<file path="src/rtl/bitbakery_serial_tx.sv">
// Autonomous 8E1 serial transmitter: sends the packet D0..D3 NUM_PACKETS times after reset, then idles high.
// Build option: define BITBAKERY_TX_CONTINUOUS_EN to repeat the packet forever instead of stopping.
module bitbakery_serial_tx #(
  parameter int TICK_DIV    = 434,
  parameter int NUM_PACKETS = 4
) (
  input  logic       clock,
  input  logic       reset,
  input  logic [7:0] D0,
  input  logic [7:0] D1,
  input  logic [7:0] D2,
  input  logic [7:0] D3,
  output logic       saida_serial
);

  localparam int BAUD_W = $clog2(TICK_DIV);
  localparam int PKT_W  = $clog2(NUM_PACKETS + 1);

  localparam logic [2:0] S_IDLE   = 3'd0;
  localparam logic [2:0] S_START  = 3'd1;
  localparam logic [2:0] S_DATA   = 3'd2;
  localparam logic [2:0] S_PARITY = 3'd3;
  localparam logic [2:0] S_STOP   = 3'd4;
  localparam logic [2:0] S_DONE   = 3'd5;

  logic [2:0]        state_q, state_d;
  logic [BAUD_W-1:0] baud_q, baud_d;
  logic [2:0]        bit_q, bit_d;
  logic [1:0]        byte_q, byte_d;
  logic [PKT_W-1:0]  pkt_q, pkt_d;
  logic [7:0]        shift_q, shift_d;
  logic              par_q, par_d;
  logic              tx_q, tx_d;

  logic              tick;
  logic              last_pkt;
  logic              last_byte;
  logic [1:0]        load_idx;
  logic [7:0]        load_byte;

  assign tick     = (baud_q == BAUD_W'(TICK_DIV - 1));
  assign last_pkt = (pkt_q == PKT_W'(NUM_PACKETS - 1));

`ifdef BITBAKERY_TX_CONTINUOUS_EN
  assign last_byte = 1'b0;
`else
  assign last_byte = (byte_q == 2'd3) && last_pkt;
`endif

  // Byte captured when a frame begins; the sources are only looked at here.
  always_comb begin
    case (load_idx)
      2'd0:    load_byte = D0;
      2'd1:    load_byte = D1;
      2'd2:    load_byte = D2;
      default: load_byte = D3;
    endcase
  end

  // NOTE: every signal written here gets a default first, so no path can leave
  // it unassigned and infer a latch.
  always_comb begin
    state_d  = state_q;
    baud_d   = tick ? '0 : baud_q + BAUD_W'(1);
    bit_d    = bit_q;
    byte_d   = byte_q;
    pkt_d    = pkt_q;
    shift_d  = shift_q;
    par_d    = par_q;
    tx_d     = tx_q;
    load_idx = byte_q;

    case (state_q)
      S_IDLE: begin
        state_d = S_START;
        baud_d  = '0;
        shift_d = load_byte;
        par_d   = ^load_byte;
        tx_d    = 1'b0;
      end
      S_START: begin
        if (tick) begin
          state_d = S_DATA;
          bit_d   = 3'd0;
          tx_d    = shift_q[0];
        end
      end
      S_DATA: begin
        if (tick) begin
          if (bit_q == 3'd7) begin
            state_d = S_PARITY;
            tx_d    = par_q;
          end else begin
            bit_d   = bit_q + 3'd1;
            shift_d = shift_q >> 1;
            tx_d    = shift_q[1];
          end
        end
      end
      S_PARITY: begin
        if (tick) begin
          state_d = S_STOP;
          tx_d    = 1'b1;
        end
      end
      S_STOP: begin
        if (tick) begin
          if (last_byte) begin
            state_d = S_DONE;
            tx_d    = 1'b1;
          end else begin
            // Next start bit follows the last stop cycle with no gap.
            load_idx = byte_q + 2'd1;
            state_d  = S_START;
            byte_d   = byte_q + 2'd1;
            shift_d  = load_byte;
            par_d    = ^load_byte;
            tx_d     = 1'b0;
            if (byte_q == 2'd3) pkt_d = last_pkt ? '0 : pkt_q + PKT_W'(1);
          end
        end
      end
      default: begin
        state_d = S_DONE;
        baud_d  = '0;
        tx_d    = 1'b1;
      end
    endcase
  end

  // NOTE: state registers use non-blocking assignments so every flop samples
  // the pre-edge values regardless of statement order.
  always_ff @(posedge clock) begin
    if (!reset) begin
      state_q <= S_IDLE;
      baud_q  <= '0;
      bit_q   <= 3'd0;
      byte_q  <= 2'd0;
      pkt_q   <= '0;
      shift_q <= 8'h00;
      par_q   <= 1'b0;
      tx_q    <= 1'b1;
    end else begin
      state_q <= state_d;
      baud_q  <= baud_d;
      bit_q   <= bit_d;
      byte_q  <= byte_d;
      pkt_q   <= pkt_d;
      shift_q <= shift_d;
      par_q   <= par_d;
      tx_q    <= tx_d;
    end
  end

  assign saida_serial = tx_q;

endmodule

</file>
<file path="config.mk">
export PLATFORM = sky130hd
export DESIGN_NAME = bitbakery_serial_tx
export DESIGN_NICKNAME = d
export VERILOG_FILES = /design/src/rtl/bitbakery_serial_tx.sv
export SDC_FILE = /design/constraint.sdc
export NUM_CORES = 1
export LEC_CHECK = 0
export CORE_UTILIZATION = 65
export CTS_BUF_LIST = sky130_fd_sc_hd__clkbuf_8
export CTS_CLUSTER_DIAMETER = 200
export CTS_CLUSTER_SIZE = 8
export DETAILED_ROUTE_END_ITERATION = 16
export DONT_BUFFER_PORTS = 1
export GPL_TIMING_DRIVEN = 0
export PLACE_DENSITY = 0.86
export SYNTH_ARGS = -nofsm -noshare
export SYNTH_HDL_FRONTEND = slang
export SYNTH_SLANG_ARGS = --single-unit
export TNS_END_PERCENT = 1
</file>
<file path="constraint.sdc">
create_clock -name clock -period 4.4 [get_ports clock]
set_input_delay 0.66 -clock clock [delete_from_list [all_inputs] [get_ports clock]]
set_output_delay 0.66 -clock clock [all_outputs]
set_load 0.02 [all_outputs]
</file>
==> flow_summary.yaml, run 1 <==
setup_path:
  cp-start-kind: "flip-flop"
  slowest_stage: "clkbuf_1"
  critPathBufInv: 1
  crit_chain: "ha_1 > clkbuf_1 > mux4_2 > mux2i_2 > xor2_1 > mux2i_1 > xnor2_2 > xnor2_1 > a41o_1"
  cpPeakStageDelay_ps: 430
  path_class: "reg -> reg"
  crit_family: "multiplexers"
  crit_path_end_kind: "flip-flop"
  path_max_fanout: 9
  required_ps: 4590
  arrival_ps: 2950
timing:
  slew_headroom_pct: 34.06
  whs_ps: 457.6
  setup_tns_ps: 0
  rsz0062_at_grt: "no"
  slew_violations: 0
  finalCritPeriodShare_pct: 62.72
  hold_viol: 0
  fin_skew_ps: 5.811
  fmax_mhz: 362.4
  worstMarginPinSlew_ps: 986.0
  setup_viol: 0
  fin_crit_ps: 2760
floorplan:
  num_rows: 20
  coreArea_um2: 3128
  io_pins: 35
  die_area_um2: 3623
  die_w_um: 60.19
  start_util_pct: 70.36
  die_y_um: 60.19
pwr:
  peakVddDrop_v: 0.0002450
  combPwrFrac_pct: 10.2
  switching_share_pct: 25.17
  switching_power_uw: 147.0
  pwr_density_cell_nw_per_um2: 248.3
  clkPwrFrac_pct: 40.7
  power.internal_uw: 436.9
  power.leakage_nw: 0.9318
  p_seq_share_pct: 49.1
route:
  wl_met2_um: 2378
  via_per_inst: 6.198
  route.detailed.drc: 0
  drt-pass1-iter-count: 4
  drt_wl_total_um: 4731
  wl_per_cell_um: 16.43
  maxUsedRoutingLayer: "met4"
  antenna_left: 0
  vias: 1785
  m1WireLength_um: 1985
  drtIter0Drc: 85
  route.met3.wl_um: 293
logic_synthesis:
  syn_inst: 236
  avgSynthCellArea_um2: 9.326
  ys_seq_elements: 30
  synth_area_um2: 2201
  ys_async_sr_fraction_pct: 0
  ys.flop_type: "dfxtp_1"
  yosys_warnings: 0
  yosysSeqAreaShare_pct: 27.29
  synth_cell_types: 46
  synth_area_leaders: "dfxtp_1 (27%), mux2i_1 (12%), mux4_2 (9.2%)"
  synth_top_cell_by_area: "dfxtp_1"
  synth_top_area_share_pct: 27.29
  synth_edf_count: 0
  synth_nets: 276
clock_tree:
  ctsRootBufferMaster: "clkbuf_8"
  cts_sinks: 30
  cts_hold_buf: 0
  cts_buffers: 5
  worstSkewPairLatency_ps: 290
  cts_htree_levels: 2
  clk_path_buf_depth: 2
  cts_setup_buffers: 0
  clkSlewWorstSetupHoldPaths_ps: 70
  cts.repair.resized: 0
  cts_tree: "done"
global_routing:
  grt_pass1_vias: 1801
  antenna_found_initial: 0
  overflow: 0
  grt_pass1_wl_um: 7555
  grt_usage_pct: 28.57
  grt_max_degree: 11
final_layout:
  final_common_cell: "nand2_1"
  final_area_um2: 2351
  fin_util_pct: 75.16
  area_delta_synth_final_pct: 6.822
  most-common-layout-cells: "nand2_1 (31), dfxtp_1 (30), mux2i_1 (26)"
  stdcell_count: 288
  nNetsFinal: 283
  n_antenna_cell: 0
  drive_above_1_share_pct: 13.93
placement:
  globalplace.congestion: 0.9315
  dp_hpwl_um: 3447
  dp.cells: 280
  io_buffers: 0
  post_dp_cell_area_um2: 2256
status:
  status: "completed"
worst_hold_path:
  min_path_type: "reg -> reg"
job:
  maxCapViolCount: 0
## worst register-to-register path, stage by stage, from the launching register on
cell      delay [ps]
dfxtp_1          360
ha_1             280
clkbuf_1         430
mux4_2           400
mux2i_2          270
xor2_1           220
mux2i_1          140
xnor2_2          160
xnor2_1          140
a41o_1           240
## area by class of cell
cell class | instances | area, µm²
Clock inverter | 2 | 12.51
Fill cell | 225 | 777.0
Clock buffer | 6 | 82.58
Multi-Input combinational cell | 187 | 1506
Tap cell | 44 | 55.05
Sequential cell | 30 | 600.6
Inverter | 4 | 15.01
Buffer | 15 | 78.83
## metrics by stage
| stage | worst slack [ps] | power (mW) |
|---|---|---|
| after floorplan | 2039 | 0.3410 |
| after global placement | 1762 | 0.3499 |
| after detailed placement | 1715 | 0.3514 |
| after CTS | 1690 | 0.5841 |
| after global routing | 1473 | 0.6059 |
| final | 1640 | 0.5838 |
## metal layers
layer  vias to the layer above  track usage [%]
met1                       833            32.04
met5                         -                0
met4                         0            15.61
met2                        65            49.14
met3                         9            6.926
li1                        878                -
## cell families (layout without fill, tap and decap cells)
family / after synthesis / in the layout / synth area share [%]
mux: 40 / 40 / 23.82
compound gates: 46 / 46 / 16.32
buf+inv: 19 / 27 / 4.263
fa+ha+maj: 6 / 6 / 3.411
flops: 30 / 30 / 27.29
simple gates: 81 / 81 / 18.99
xor+xnor: 14 / 14 / 5.913
## sequential cells by signal, summed over array words and instances, names as in the netlist
signal,flops
shift_q,8
byte_q,2
bit_q,3
par_q,1
saida_serial,1
state_q,3
baud_q,9
pkt_q,3
## power groups by stage
stage,logic [mW],registers [mW],clock network [mW]
final,0.0595,0.287,0.238
after global routing,0.0655,0.287,0.253
after CTS,0.0593,0.287,0.238
after detailed placement,0.0588,0.293,0
after global placement,0.0577,0.292,0
after floorplan,0.0498,0.291,0
## cells in the mapped netlist (5+ instances only)
cell / n
o211a_1: 8
nand2_1: 31
ha_1: 6
nor2_1: 18
dfxtp_1: 30
o21ai_0: 5
mux4_2: 9
a21oi_1: 8
clkbuf_1: 8
nor2b_1: 7
a211oi_1: 7
mux2i_1: 26
xnor2_1: 9
## path summary, 6_finish.rpt
path,startpoint,endpoint,slack (ps),cells after the start
worst max-delay path,byte_q[1],par_q,1640,9
worst min-delay path,pkt_q[2],pkt_q[2],460,1
worst max register to register,byte_q[1],par_q,1640,9
worst min register to register,pkt_q[2],pkt_q[2],460,1
No activity file was read; power rests on OpenSTA's default activity.
==> run 2, diff against run 1 <==
--- a/config.mk
+++ b/config.mk
@@ -5,14 +5,14 @@
 export SDC_FILE = /design/constraint.sdc
 export NUM_CORES = 1
 export LEC_CHECK = 0
-export CORE_UTILIZATION = 65
+export CORE_UTILIZATION = 60
 export CTS_BUF_LIST = sky130_fd_sc_hd__clkbuf_8
 export CTS_CLUSTER_DIAMETER = 200
 export CTS_CLUSTER_SIZE = 8
 export DETAILED_ROUTE_END_ITERATION = 16
 export DONT_BUFFER_PORTS = 1
 export GPL_TIMING_DRIVEN = 0
-export PLACE_DENSITY = 0.86
+export PLACE_DENSITY = 0.84
 export SYNTH_ARGS = -nofsm -noshare
 export SYNTH_HDL_FRONTEND = slang
 export SYNTH_SLANG_ARGS = --single-unit
==> constraint.sdc (replaced) <==
create_clock -name clock -period 2.4 [get_ports clock]
set_input_delay 0.36 -clock clock [delete_from_list [all_inputs] [get_ports clock]]
set_output_delay 0.36 -clock clock [all_outputs]
set_load 0.02 [all_outputs]
==> run 2 against run 1 <==
  * The flow now finishes with violations (setup timing)
  * Cell count up 2.4%
  * Count of clock-buffer cells in the layout unchanged
  * Power up 83%
  * Sequential share of layout area down 1.7 points
  * First-iteration DRC count up 48%
  * Critical path type unchanged
  * Largest power group unchanged
==> flow_summary.yaml, run 2 (same netlist as run 1, synthesis figures left out) <==
pwr:
  pwr_density_cell_nw_per_um2: 420.7
  power.leakage_nw: 0.9718
  peakVddDrop_v: 0.0003510
status:
  status: "finished with violations"
  violations: "setup timing"
floorplan:
  io_pins: 35
  die_y_um: 62.57
  num_rows: 21
  coreArea_um2: 3416
  die_area_um2: 3914
  start_util_pct: 64.43
  die_w_um: 62.57
timing:
  rsz0062_at_grt: "yes"
  fin_skew_ps: 4.028
  finalCritPeriodShare_pct: 100.6
  fmax_mhz: 414.1
  setup_slack_ps: -15.16
  fin_crit_ps: 2415
  setup_viol: 1
  slew_headroom_pct: 38.95
  slew_violations: 0
  hold_viol: 0
  worstMarginPinSlew_ps: 913.8
final_layout:
  final_area_um2: 2536
  n_antenna_cell: 0
  largest_reg_flops: 9
  area_delta_synth_final_pct: 15.24
  reg_top3: "baud_q x9, shift_q x8"
  final_common_cell: "nand2_1"
  nNetsFinal: 288
  most-common-layout-cells: "nand2_1 (31), dfxtp_1 (27), mux2i_1 (21)"
  top_register: "baud_q"
  drive_above_1_share_pct: 21.69
setup_path:
  required_ps: 2630
  r2r-start: "byte_q[1]"
  path_max_fanout: 10
  crit_chain: "buf_4 > buf_4 > mux2i_1 > inv_1 > nand2_1 > a211oi_1 > a211o_1 > xnor2_2 > xnor2_1 > a41o_1"
  path_class: "reg -> reg"
  crit_start: "byte_q[1]"
  cp-start-kind: "flip-flop"
  cpPeakStageDelay_ps: 420
  cp_common_cell: "buf_4"
  arrival_ps: 2640
  crit_path_end_kind: "flip-flop"
  slowest_stage: "dfxtp_1"
clock_tree:
  worstSkewPairLatency_ps: 280
  cts_htree_levels: 2
  cts_buffers: 5
  clkSlewWorstSetupHoldPaths_ps: 60
  ctsRootBufferMaster: "clkbuf_8"
  clk_path_buf_depth: 2
  cts_tree: "done"
  cts_sinks: 30
global_routing:
  grt_pass1_vias: 1965
  antenna_found_initial: 0
  grt_max_degree: 11
  grt_usage_pct: 29.63
  overflow: 0
  grt_pass1_wl_um: 9011
job:
  maxCapViolCount: 0
route:
  route.detailed.drc: 0
  drtIter0Drc: 126
  via_per_inst: 6.386
  vias: 1884
  wl_per_cell_um: 17.64
  drt_wl_total_um: 5203
  antenna_left: 0
  drt-pass1-iter-count: 5
worst_hold_path:
  min_path_type: "in -> reg"
  hold_start: "reset"
placement:
  pre_cts_slack_ps: -292.7
  globalplace.congestion: 0.9091
  dp_hpwl_um: 3655
  post_dp_cell_area_um2: 2258
  io_buffers: 0
==> run 2: cell count changes in the layout (fill, tap and decap cells not counted), sizes merged <==
cell	previous run	this run
buf	7	13
clkbuf	14	13
clkinvlp	1	0
inv	4	5
==> run 2: worst paths after layout <==
path | to | cells past startpoint | slack [ps]
setup / recovery | par_q | 10 | -20
hold / removal | par_q | 1 | 270
setup reg to reg | par_q | 10 | -20
hold reg to reg | baud_q[0] | 1 | 440
==> run 2: final cells by class <==
class,instances,area (µm²)
Clock buffer,6,82.58
Multi-Input combinational cell,187,1619
Clock inverter,2,8.758
Tap cell,46,57.56
Fill cell,231,879.6
Timing Repair Buffer,6,45.04
Inverter,4,15.01
Sequential cell,30,604.3
Buffer,14,103.9
==> run 2: power by group <==
group | switching (mW) | leakage (nW) | internal (mW)
combinational | 0.0568 | 0.673 | 0.0594
clock | 0.198 | 0.0524 | 0.227
sequential | 0.0122 | 0.246 | 0.514
==> run 2: metal layers <==
layer  vias up  share of wire [%]  GRT usage [%]
met1       901                 44          37.56
met5         -                  0              0
met3        10                6.5          5.109
met2        85                 47          49.32
li1        888                  -              -
met4         0                1.7          12.79
==> run 2: repair_timing <==
| action | CTS | global route |
|---|---|---|
| pin swaps | 4 | 5 |
| setup buffers | 4 | 2 |
| gates resized for setup | 29 | 1 |
| hold buffers | 0 | 0 |
| endpoints found under the setup margin | 1 | 5 |
==> run 2: per-stage QoR <==
step	TNS (ps)	hold WS [ps]	utilization [%]	instances	power, mW
after floorplan	0	429.5	-	236	0.6252
after global placement	-243.6	445.6	66.12	282	0.6406
after detailed placement	-292.7	451.9	66.12	282	0.6457
after CTS	0	244.4	73.59	293	1.063
after global routing	-63.99	266.7	74.25	295	1.100
final	-15.16	265.0	74.25	295	1.067
==> run 2: worst max-delay path: cells and delay by family, from the launching register on <==
kind,cells,cell delay (ps)
and+or+nand+nor,1,100
DFF,1,420
muxes,1,370
xor gates and xnor gates,2,340
buffers and inverters,3,590
AOI/OAI and AO/OA,3,530
==> run 3, diff against run 2 <==
--- a/config.mk
+++ b/config.mk
@@ -5,14 +5,15 @@
 export SDC_FILE = /design/constraint.sdc
 export NUM_CORES = 1
 export LEC_CHECK = 0
-export CORE_UTILIZATION = 60
-export CTS_BUF_LIST = sky130_fd_sc_hd__clkbuf_8
+export CORE_UTILIZATION = 57
 export CTS_CLUSTER_DIAMETER = 200
 export CTS_CLUSTER_SIZE = 8
 export DETAILED_ROUTE_END_ITERATION = 16
 export DONT_BUFFER_PORTS = 1
+export GPL_ROUTABILITY_DRIVEN = 0
 export GPL_TIMING_DRIVEN = 0
-export PLACE_DENSITY = 0.84
+export PLACE_DENSITY = 0.8
+export SLEW_MARGIN = 20
 export SYNTH_ARGS = -nofsm -noshare
 export SYNTH_HDL_FRONTEND = slang
 export SYNTH_SLANG_ARGS = --single-unit
==> run 3 against run 2 <==
  * The flow still finishes with violations (setup timing)
  * Sequential cell count unchanged
  * Clock skew decreased by 0.77 ps
  * Via count decreased by 1.0%
  * Maximum frequency decreased by 1.9%
  * Non-clock buffer count increased by 1
  * Critical path depth increased by 1
  * Wire length decreased by 0.12%
  * Combinational power about the same
  * Critical endpoint unchanged
  * Largest cell class unchanged
==> flow_summary.yaml, run 3 (same netlist as run 1, synthesis figures left out) <==
floorplan:
  die_w_um: 64.14
  die_area_um2: 4114
  coreArea_um2: 3689
  io_pins: 35
  num_rows: 22
  die_y_um: 64.14
  start_util_pct: 59.67
route:
  antenna_left: 0
  route.detailed.drc: 0
  wl_per_cell_um: 17.44
  vias: 1865
  drt_wl_total_um: 5197
  drtIter0Drc: 138
  drt-pass1-iter-count: 4
  via_per_inst: 6.258
job:
  maxCapViolCount: 0
pwr:
  power_mw: 1.063
  pwr_density_cell_nw_per_um2: 416.9
  peakVddDrop_v: 0.0004310
  power.leakage_nw: 0.9730
setup_path:
  crit_family: "compound AO/OA/AOI/OAI gates"
  r2r-start: "baud_q[1]"
  path_max_fanout: 7
  crit_start: "baud_q[1]"
  crit_path_end_kind: "flip-flop"
  path_class: "reg -> reg"
  cp-start-kind: "flip-flop"
  critPathBufInv: 2
  crit_chain: "inv_1 > ha_1 > and4b_2 > nand4_4 > buf_12 > mux2i_4 > a211oi_1 > a211o_1 > xnor2_2 > xnor2_1 > a41o_1"
  arrival_ps: 2640
  cpPeakStageDelay_ps: 350
  slowest_stage: "dfxtp_1"
  required_ps: 2580
timing:
  whs_ps: 237.1
  fin_skew_ps: 3.260
  slew_headroom_pct: 47.32
  fin_crit_ps: 2463
  hold_viol: 0
  finalCritPeriodShare_pct: 102.6
  setup_viol: 1
  slew_violations: 0
  worstMarginPinSlew_ps: 788.5
  rsz0062_at_grt: "yes"
  setup_slack_ps: -62.69
  fmax_mhz: 406.1
global_routing:
  overflow: 0
  grt_max_degree: 11
  grt_pass1_wl_um: 8321
  antenna_found_initial: 0
  grt_pass1_vias: 1848
  grt_usage_pct: 26.50
final_layout:
  final_common_cell: "nand2_1"
  nFillCells: 280
  n_antenna_cell: 0
  top_register: "baud_q"
  drive_above_1_share_pct: 21.20
  largest_reg_flops: 9
  reg_top3: "baud_q x9, shift_q x8"
  area_delta_synth_final_pct: 15.86
  most-common-layout-cells: "nand2_1 (31), dfxtp_1 (28), mux2i_1 (22)"
  nNetsFinal: 289
clock_tree:
  cts_htree_levels: 2
  clk_path_buf_depth: 2
  worstSkewPairLatency_ps: 290
  cts_sinks: 30
  cts_tree: "done"
  clkSlewWorstSetupHoldPaths_ps: 60
  cts_buffers: 5
  ctsRootBufferMaster: "clkbuf_8"
placement:
  io_buffers: 0
  dp_hpwl_um: 3394
status:
  status: "finished with violations"
  violations: "setup timing"
worst_hold_path:
  hold_start: "reset"
  min_path_type: "in -> reg"
## run 3: cell type report
type                    instances  area, µm²  area share, %
flip-flops and latches         30      603.1          23.65
plain buffers                  14      108.9          4.269
clock inverters                 1      5.005         0.1963
repair buffers                  7      65.06          2.552
clock buffers                   7      86.33          3.386
multi-input cells             187       1607          63.00
inverters                       4      15.01         0.5888
well taps                      48      60.06          2.355
## run 3: where the power goes
part	leakage, nW	internal [mW]	total, mW	switching, mW
sequential	0.246	0.514	0.527	0.0127
combinational	0.679	0.0591	0.118	0.0586
clock	0.0482	0.231	0.419	0.188
## run 3: per-layer routing
metal / part of all wire [%] / vias to the layer above / routed length (µm) / global-route usage (%)
met5: 0 / - / 0 / 0
met4: 2.6 / 0 / 137 / 11.11
met3: 5.9 / 15 / 306 / 5.893
met2: 48 / 81 / 2496 / 43.09
met1: 43 / 874 / 2257 / 33.86
li1: - / 895 / - / -
## run 3: timing repair
action                     in CTS  in global routing
setup endpoints to repair       1                  7
pin swaps                       3                  2
buffers inserted                5                  2
resized for setup              24                  4
hold buffers                    0                  0
## run 3: path summary, 6_finish.rpt
path / to / cells after the start / slack (ps)
worst max-delay path: par_q / 11 / -60
worst min-delay path: par_q / 1 / 240
worst max register to register: par_q / 11 / -60
worst min register to register: baud_q[0] / 1 / 440
## run 3: per-stage QoR
step | instances | instance area (µm²) | setup TNS, ps | setup WS, ps | utilization, %
after floorplan | 236 | 2201 | 0 | 38.66 | -
after global placement | 284 | 2261 | -234.2 | -234.2 | 61.30
after detailed placement | 284 | 2261 | -262.0 | -262.0 | 61.30
after CTS | 296 | 2507 | 0 | 4.587 | 67.98
after global routing | 298 | 2550 | -115.6 | -115.6 | 69.13
final | 298 | 2550 | -62.69 | -62.69 | 69.13
